File: src/rtl/vec_pkg.sv
// Shared types and constants for the vector writeback collector.
package vec_pkg;

  localparam int NB_LANES = 4;
  localparam int CHUNK_W  = 64;
  localparam int REGI_W   = 10;
  localparam int CNT_W    = 10;

  typedef logic [1:0] lane_t;

  typedef struct packed {
    logic [CHUNK_W-1:0] data;
    logic [REGI_W-1:0]  off;
  } wb_entry_t;

endpackage

File: src/rtl/vec_wb_fifo.sv
// Single-lane writeback FIFO; head is read combinationally, push lands on the next edge.
module vec_wb_fifo
  import vec_pkg::*;
#(
  parameter int DEPTH = 2
) (
  input  logic      clk,
  input  logic      resetn,
  input  logic      flush,
  input  logic      push,
  input  logic      pop,
  input  wb_entry_t din,
  output logic      full,
  output logic      empty,
  output wb_entry_t head
);

  localparam int PTR_W = $clog2(DEPTH);
  localparam int CNT_W = $clog2(DEPTH + 1);

  wb_entry_t        mem [DEPTH];
  logic [PTR_W-1:0] rd_ptr;
  logic [PTR_W-1:0] wr_ptr;
  logic [PTR_W-1:0] wr_idx;
  logic [CNT_W-1:0] count;
  logic             do_push;
  logic             do_pop;

  assign empty   = (count == '0);
  assign full    = (count == CNT_W'(DEPTH));
  assign do_pop  = pop && !empty && !flush;
  // A pop in the same cycle frees the slot, so a full lane still accepts the push.
  assign do_push = push && (flush || !full || do_pop);
  assign wr_idx  = flush ? '0 : wr_ptr;
  assign head    = mem[rd_ptr];

  always_ff @(posedge clk or negedge resetn) begin
    if (!resetn) begin
      rd_ptr <= '0;
      wr_ptr <= '0;
      count  <= '0;
    end else if (flush) begin
      rd_ptr <= '0;
      wr_ptr <= PTR_W'(do_push);
      count  <= CNT_W'(do_push);
    end else begin
      if (do_push) wr_ptr <= wr_ptr + 1'b1;
      if (do_pop)  rd_ptr <= rd_ptr + 1'b1;
      count <= count + CNT_W'(do_push) - CNT_W'(do_pop);
    end
  end

  // NOTE: the storage array has no reset; the pointers and count alone define validity.
  always_ff @(posedge clk) begin
    if (do_push) mem[wr_idx] <= din;
  end

endmodule

File: src/rtl/vec_wb_collector.sv
// Collects four ALU lane results into per-lane FIFOs and round-robins them onto
// the register-file write port, tracking per-instruction completion.
module vec_wb_collector
  import vec_pkg::*;
#(
  parameter int VLEN       = 128,
  parameter int FIFO_DEPTH = 2,
  parameter int CHUNK_W    = 64
) (
  input  logic               clk,
  input  logic               resetn,
  input  logic               start,
  input  logic [9:0]         expected,
  input  logic               done0,
  input  logic               done1,
  input  logic               done2,
  input  logic               done3,
  input  logic [CHUNK_W-1:0] vd0,
  input  logic [CHUNK_W-1:0] vd1,
  input  logic [CHUNK_W-1:0] vd2,
  input  logic [CHUNK_W-1:0] vd3,
  input  logic [9:0]         regi0,
  input  logic [9:0]         regi1,
  input  logic [9:0]         regi2,
  input  logic [9:0]         regi3,
  output logic               lane_full0,
  output logic               lane_full1,
  output logic               lane_full2,
  output logic               lane_full3,
  output logic               wr_valid,
  input  logic               wr_ready,
  output logic [CHUNK_W-1:0] wr_data,
  output logic [9:0]         wr_off,
  output logic [1:0]         wr_lane,
  output logic               busy,
  output logic               op_done,
  output logic               ovf_err
);

  if (CHUNK_W != vec_pkg::CHUNK_W || VLEN < CHUNK_W || VLEN > 1024 ||
      FIFO_DEPTH < 2 || (FIFO_DEPTH & (FIFO_DEPTH - 1)) != 0) begin : g_param_check
    $error("vec_wb_collector: unsupported parameter set");
  end

  logic [NB_LANES-1:0] done_v;
  logic [NB_LANES-1:0] full_v;
  logic [NB_LANES-1:0] empty_v;
  logic [NB_LANES-1:0] pop_v;
  wb_entry_t           din_v  [NB_LANES];
  wb_entry_t           head_v [NB_LANES];

  lane_t            rr_ptr;
  lane_t            grant;
  lane_t            idx;
  logic             hs;
  logic [CNT_W-1:0] count;
  logic [CNT_W-1:0] exp_q;
  logic [CNT_W-1:0] cnt_inc;

  assign done_v   = {done3, done2, done1, done0};
  assign din_v[0] = '{data: vd0, off: regi0};
  assign din_v[1] = '{data: vd1, off: regi1};
  assign din_v[2] = '{data: vd2, off: regi2};
  assign din_v[3] = '{data: vd3, off: regi3};

  assign {lane_full3, lane_full2, lane_full1, lane_full0} = full_v;

  for (genvar k = 0; k < NB_LANES; k++) begin : g_lane
    vec_wb_fifo #(.DEPTH(FIFO_DEPTH)) u_fifo (
      .clk   (clk),
      .resetn(resetn),
      .flush (start),
      .push  (done_v[k]),
      .pop   (pop_v[k]),
      .din   (din_v[k]),
      .full  (full_v[k]),
      .empty (empty_v[k]),
      .head  (head_v[k])
    );
    assign pop_v[k] = hs && (grant == lane_t'(k));
  end

  // NOTE: every output of this block gets a default first so no latch is inferred.
  always_comb begin
    wr_valid = 1'b0;
    grant    = rr_ptr;
    idx      = rr_ptr;
    wr_data  = '0;
    wr_off   = '0;
    wr_lane  = '0;
    for (int i = 0; i < NB_LANES; i++) begin
      idx = rr_ptr + lane_t'(i);
      if (!wr_valid && !empty_v[idx]) begin
        wr_valid = 1'b1;
        grant    = idx;
      end
    end
    if (wr_valid) begin
      wr_data = head_v[grant].data;
      wr_off  = head_v[grant].off;
      wr_lane = grant;
    end
  end

  assign hs      = wr_valid && wr_ready;
  assign cnt_inc = (count == '1) ? count : count + 1'b1;

  always_ff @(posedge clk or negedge resetn) begin
    if (!resetn) begin
      rr_ptr <= '0;
    end else if (hs) begin
      rr_ptr <= grant + 1'b1;
    end
  end

  // A doneK that finds its lane full with no pop this cycle is dropped.
  always_ff @(posedge clk or negedge resetn) begin
    if (!resetn) begin
      ovf_err <= 1'b0;
    end else if (start) begin
      ovf_err <= 1'b0;
    end else if (|(done_v & full_v & ~pop_v)) begin
      ovf_err <= 1'b1;
    end
  end

  always_ff @(posedge clk or negedge resetn) begin
    if (!resetn) begin
      busy    <= 1'b0;
      op_done <= 1'b0;
      count   <= '0;
      exp_q   <= '0;
    end else begin
      op_done <= 1'b0;
      if (start) begin
        busy    <= 1'b1;
        count   <= '0;
        exp_q   <= expected;
        op_done <= (expected == '0);
      end else if (busy) begin
        if (exp_q == '0) begin
          busy <= 1'b0;
        end else if (hs) begin
          count <= cnt_inc;
          if (cnt_inc == exp_q) begin
            busy    <= 1'b0;
            op_done <= 1'b1;
          end
        end
      end
    end
  end

endmodule

File: config.mk
export PLATFORM = sky130hd
export DESIGN_NAME = vec_wb_collector
export DESIGN_NICKNAME = d
export VERILOG_FILES = /design/src/rtl/vec_pkg.sv /design/src/rtl/vec_wb_fifo.sv /design/src/rtl/vec_wb_collector.sv
export SDC_FILE = /design/constraint.sdc
export NUM_CORES = 1
export LEC_CHECK = 0
export BUFFER_PORTS_ARGS = -buffer_cell sky130_fd_sc_hd__buf_2
export CAP_MARGIN = 10
export CORE_AREA = 5 5 261 263
export DETAILED_ROUTE_END_ITERATION = 8
export DIE_AREA = 0 0 266 268
export PLACE_DENSITY = 0.58
export REMOVE_ABC_BUFFERS = 1
export SLEW_MARGIN = 10
export SYNTH_ARGS = -nofsm -noshare
export SYNTH_HDL_FRONTEND = slang
export SYNTH_SLANG_ARGS = --single-unit
File: constraint.sdc
create_clock -name clk -period 29.3 [get_ports clk]
set_input_delay 1.465 -clock clk [delete_from_list [all_inputs] [get_ports clk]]
set_output_delay 1.465 -clock clk [all_outputs]
set_load 0.005 [all_outputs]
* Word-level counts from Yosys, hierarchy flattened *
Memory sizes are Yosys's and may differ from the RTL's.
Index checks and enable logic that the tools add are counted.

cells by class
  order comparisons = 5
  mux-type cells = 70
  add/subtract/negate cells = 21
  bitwise operators = 4
  reductions and logical operators = 62
  equal/unequal tests = 10

operator list
  kind                     count
  $bmux W74 S2             1
  $mux W74                 2
  $mux W64                 1
  $mux W10                 6
  $mux W1                  48
  $reduce_bool A2 Y1       11
  $logic_and A1 B1 Y1      20
  $logic_not A10 Y1        2
  $mux W2                  8
  $logic_not A1 Y1         14
  $eq A2 B2 Y1 const B     6
  $lt A2 B3 Y1 const B     4
  $add A10 B1 Y10 const B  1
  $eq A10 B10 Y1           1
  $eq A10 B10 Y1 const B   1
  $logic_not A2 Y1         5
  $add A1 B1 Y1 const B    8
  $add A2 B1 Y2            4
  $and A4 B4 Y4            2
  $bmux W1 S2              4
  $logic_or A1 B1 Y1       8
  $sub A2 B1 Y2            4
  $add A2 B1 Y2 const B    2
  $add A2 B2 Y2 const B    2
  7 further kinds          7

word-level totals
  output and inout port bits = 84
  RAM bits = 592
  bits in registers = 41
  memories = 4

memories
  name                  words  bits a word  read ports  clocked after memory_dff  wr ports  line               text
  g_lane[0].u_fifo.mem  2      74           1           0                         1         vec_wb_fifo.sv:21  wb_entry_t mem [DEPTH];
  g_lane[1].u_fifo.mem  2      74           1           0                         1         vec_wb_fifo.sv:21
  g_lane[2].u_fifo.mem  2      74           1           0                         1         vec_wb_fifo.sv:21
  g_lane[3].u_fifo.mem  2      74           1           0                         1         vec_wb_fifo.sv:21

* Depth between registers and ports, before layout *
  depth in word-level cells = 21
  depth in mapped cells = 13
  gate-level depth less buffers = 10

* By module *
From an unflattened synthesis, not the netlist that was laid out.

unflattened totals
  cell total of the unflattened synthesis = 1594
  area total of the unflattened synthesis = 26898.3 µm²

by module, submodules not included
  module            area an instance (µm²)  instances  cells an instance
  vec_wb_fifo       5615.4                  4          260
  vec_wb_collector  4436.8                  1          554

* Worst setup path after synthesis *
Ideal clock, no wire load.

  kind = in2reg
  start = input wr_ready
  end = memory g_lane[0].u_fifo.mem[1][0] (netlist bit) (enable)
  setup slack = 19.590 ns
  library setup time = 0.690 ns
  arrival = 9.020 ns
  data required time = 28.610 ns
  cell stages on the path = 3
  cell sequence = o21ai_1 > o31a_1 > nor4bb_1

on the way
  cells in the longest elaborated chain, start to end = 8

RTL lines
  what                              line                     text
  from (decl)                       vec_wb_collector.sv:31   input logic wr_ready,
  $logic_and A1 B1 Y1               vec_wb_collector.sv:105  assign hs = wr_valid && wr_ready;
  $logic_and A1 B1 Y1               vec_wb_collector.sv:80   assign pop_v[k] = hs && (grant == lane_t'(k));
  $logic_and A1 B1 Y1 (2 in a row)  vec_wb_fifo.sv:31        assign do_pop = pop && !empty && !flush;
  $logic_or A1 B1 Y1                vec_wb_fifo.sv:33        assign do_push = push && (flush || !full || do_pop);
  $logic_and A1 B1 Y1               vec_wb_fifo.sv:33
  $mux W1                           vec_wb_fifo.sv:55        if (do_push) mem[wr_idx] <= din;
  $mux W1 (not written as such)     vec_wb_fifo.sv:55
  to (decl)                         vec_wb_fifo.sv:21

No other way between the ends.

* Worst setup path in the final report *
  start = register g_lane[3].u_fifo.count[0]
  end = output wr_data[7]

on the way
  cells in the longest elaborated chain, start to end = 17
  elaborated cells on any way between the ends = 29
  those cells by class = mux: 19; bitwise: 1; reduce/logical: 9

RTL lines
  what                              line                    text
  from (decl)                       vec_wb_fifo.sv:25       logic [CNT_W-1:0] count;
  from (signal assigned)            vec_wb_fifo.sv:45       count <= CNT_W'(do_push);
  from (signal assigned)            vec_wb_fifo.sv:49       count <= count + CNT_W'(do_push) - CNT_W'(do_pop);
  $logic_not A2 Y1 *                vec_wb_fifo.sv:29       assign empty = (count == '0);
  $bmux W1 S2                       vec_wb_collector.sv:93  if (!wr_valid && !empty_v[idx]) begin
  $mux W1 (not written as such)     vec_wb_collector.sv:93
  $logic_not A1 Y1                  vec_wb_collector.sv:93
  $logic_and A1 B1 Y1               vec_wb_collector.sv:93
  $mux W1                           vec_wb_collector.sv:93
  $logic_not A1 Y1                  vec_wb_collector.sv:93
  $logic_and A1 B1 Y1               vec_wb_collector.sv:93
  $mux W1                           vec_wb_collector.sv:93
  $logic_not A1 Y1                  vec_wb_collector.sv:93
  $logic_and A1 B1 Y1               vec_wb_collector.sv:93
  $mux W2                           vec_wb_collector.sv:93
  $not A2 Y3 (not written as such)  vec_wb_collector.sv:99  wr_data = head_v[grant].data;
  $bmux W74 S2                      vec_wb_collector.sv:99
  $mux W74 (2 in a row)             -
  $mux W64 *                        vec_wb_collector.sv:98  if (wr_valid) begin
  to (decl)                         vec_wb_collector.sv:32  output logic [CHUNK_W-1:0] wr_data,

Every way passes the cells marked *; elsewhere a longest branch is shown, timed or not. The select of a mux whose other input is x is not followed.

==> out/metrics.csv <==
metric,value,unit
syn_avg_cell_area,15.2,um^2
place_hpwl,45400,um
die_y,268,um
peakVddDrop,0.000110,V
use_met1,0.246,
path_class,flop to output port,
min_period,5960,ps
p_sw,1.21,mW
yosys_warnings,0,
fp.coreArea,65400,um^2
met3_usage,0.0532,
layout_common_cells,"edfxtp_1, buf_2, mux2i_1, nand2_1",
clockBufferDepth,3,
required,27830,ps
wl_per_cell,23.7,um
syn_inst,1708,
htree_levels,3,
synth_area,26000,um^2
p_int,2.08,mW
final_area,31200,um^2
p_sw_frac,0.368,
area_growth,20.2,%
synth_edf_count,592,
synthTopCellsByArea,"edfxtp_1, mux2i_1, dfrtp_1",
synthArstFlopShare,0.0648,
synth-seq-cells,633,
ys_dominant_reg_cell,edfxtp_1,
p_leak,10.9,nW
grt.busiest_layer,met2,
drive_gt1_frac,0.261,
worstMarginPinSlew,1160,ps
grt_pass1_vias,16300,
ioPinCount,398,
final_common_cell,edfxtp_1,
hp-start,g_lane[3].u_fifo.wr_ptr,
grt_max_degree,87,
wl,71600,um
cp_max_fo,73,
finalHoldViolCount,0,
slew_violations,0,
drtPass1Iterations,5,
clock_power_share,0.269,
clk_latency,600,ps
global_route.usage.met2,0.325,
p_total,3.29,mW
core.rowCount,94,
drc,0,
cts_root_buffer,clkbuf_16,
die_x,266,um
cts_setup_buffers,0,
nets,2398,
tns,0,ps
startpoint,g_lane[3].u_fifo.count[0],
overflow,0,
fin_crit_sh,0.203,
yosys.area.top_type,edfxtp_1,
placed_area,28800,um^2
grt_pass1_wl,104000,um
vias,15900,
gp_congestion,0.824,
status,"complete, no violations",
seq_area_frac_synth,0.724,
viasPerCell,5.26,
drv_cap,0,
postRouteAntennaNets,0,
critical_path_arrival,4500,ps
clock_sinks,633,
ys_types,64,
pwr-share-seq,0.357,
finalClockSkew,14.7,ps
fmax,0.168,GHz
rsz0062_at_grt,no,
clk_pin_slew,60,ps
cellPowerDensity,105,nW/um^2
start_util,0.397,
antenna_found_initial,37,
hold_path_class,flop to flop,
setup-violations-final,0,
synth.top_cell.area_share,0.684,
r2r_start,rr_ptr[1],
grt_use_total,0.195,
fill_cells,5743,
combPwrFrac,0.375,
drt-initial-drc-count,1189,
cts_hold_buf,0,
portBuffers,397,
cts.repair.resized,0,
endpoint_kind,output port,
die-area,71300,um^2
cts_tree,done,
startpoint_type,flop,
slew_headroom,0.228,
cts-buffers-inserted,70,
==> flip-flops by register name, summed over array words and instances, names as in the netlist <==
name / count
busy: 1
count: 10
exp_q: 10
g_lane.u_fifo.count: 8
g_lane.u_fifo.mem: 592
g_lane.u_fifo.rd_ptr: 4
g_lane.u_fifo.wr_ptr: 4
op_done: 1
ovf_err: 1
rr_ptr: 2
==> cells in the mapped netlist, types with 4 or more instances <==
cell,number
a211oi_1,43
a21oi_1,88
a31oi_1,5
and3_1,4
buf_1,7
buf_2,23
buf_6,4
clkbuf_1,81
dfrtp_1,41
edfxtp_1,592
inv_1,9
mux2_2,11
mux2i_1,266
nand2_1,167
nand3_1,88
nand4_1,8
nor2_1,37
nor2b_1,43
nor3_1,12
nor4_1,4
o21a_1,43
o21ai_0,11
o221ai_1,39
xnor2_1,12
xor2_1,12
==> cell type report <==
type / count / area (um^2) / share of cell area
diodes: 24 / 60.1 / 0.00192
flip-flops and latches: 633 / 18800 / 0.603
well taps: 864 / 1080 / 0.0346
multi-input cells: 950 / 6770 / 0.217
clock buffers: 85 / 1870 / 0.0600
repair buffers: 418 / 2140 / 0.0687
clock inverters: 41 / 438 / 0.0140
inverters: 9 / 33.8 / 0.00108
==> through the flow <==
step | hold slack, ps | util | std cells | setup WS [ps]
5_1_grt | 566 | 0.477 | 3011 | 23080
3_5_place_dp | 532 | 0.441 | 2874 | 23880
3_3_place_gp | 501 | 0.441 | 2874 | 24050
2_1_floorplan | 490 | - | 1592 | 18920
4_1_cts | 545 | 0.476 | 3000 | 23230
6_report | 548 | 0.477 | 3024 | 23340
==> worst max-delay path, stage by stage, from the launching register on <==
cell and delay, ps:
dfrtp_1 470, or4_1 570, a21oi_1 370, a221o_4 810, nand2_2 880, o221ai_1 460, o21a_1 180, buf_2 110
==> routing by layer <==
metal  vias up  routed length [um]  part of all wire
met5         -                 172            0.0024
met4        26                2270             0.032
met3       156                5480             0.077
met2       528               34700              0.49
met1      7843               28900              0.40
li1       7361                   -                 -
==> power by group through the flow <==
| stage | clock (mW) | sequential [mW] | combinational (mW) |
|---|---|---|---|
| 2_1_floorplan | 0 | 1.20 | 0.741 |
| 3_3_place_gp | 0 | 1.19 | 1.24 |
| 3_5_place_dp | 0 | 1.19 | 1.25 |
| 4_1_cts | 0.909 | 1.18 | 1.26 |
| 5_1_grt | 0.947 | 1.18 | 1.34 |
| 6_report | 0.883 | 1.17 | 1.23 |
==> kinds of logic after synthesis <==
family | synth area share
muxes | 0.107
xor gates and xnor gates | 0.00809
AOI/OAI and AO/OA | 0.0697
buffers and inverters | 0.0205
adders and majority gates | 0.000963
and+or+nand+nor | 0.0695
DFF | 0.724
==> path summary, 6_finish.rpt <==
check / end / slack (ps) / cells past startpoint
hold / removal: g_lane[3].u_fifo.wr_ptr / 550 / 1
setup / recovery: wr_data[7] / 23340 / 7
min in group asynchronous: exp_q[8] / 1040 / 1
setup reg to reg: g_lane[1].u_fifo.mem[0][48] / 24560 / 7
hold reg to reg: g_lane[3].u_fifo.wr_ptr / 550 / 1
max in group asynchronous: g_lane[3].u_fifo.rd_ptr / 27530 / 1
(Power assumes the default switching activity.)
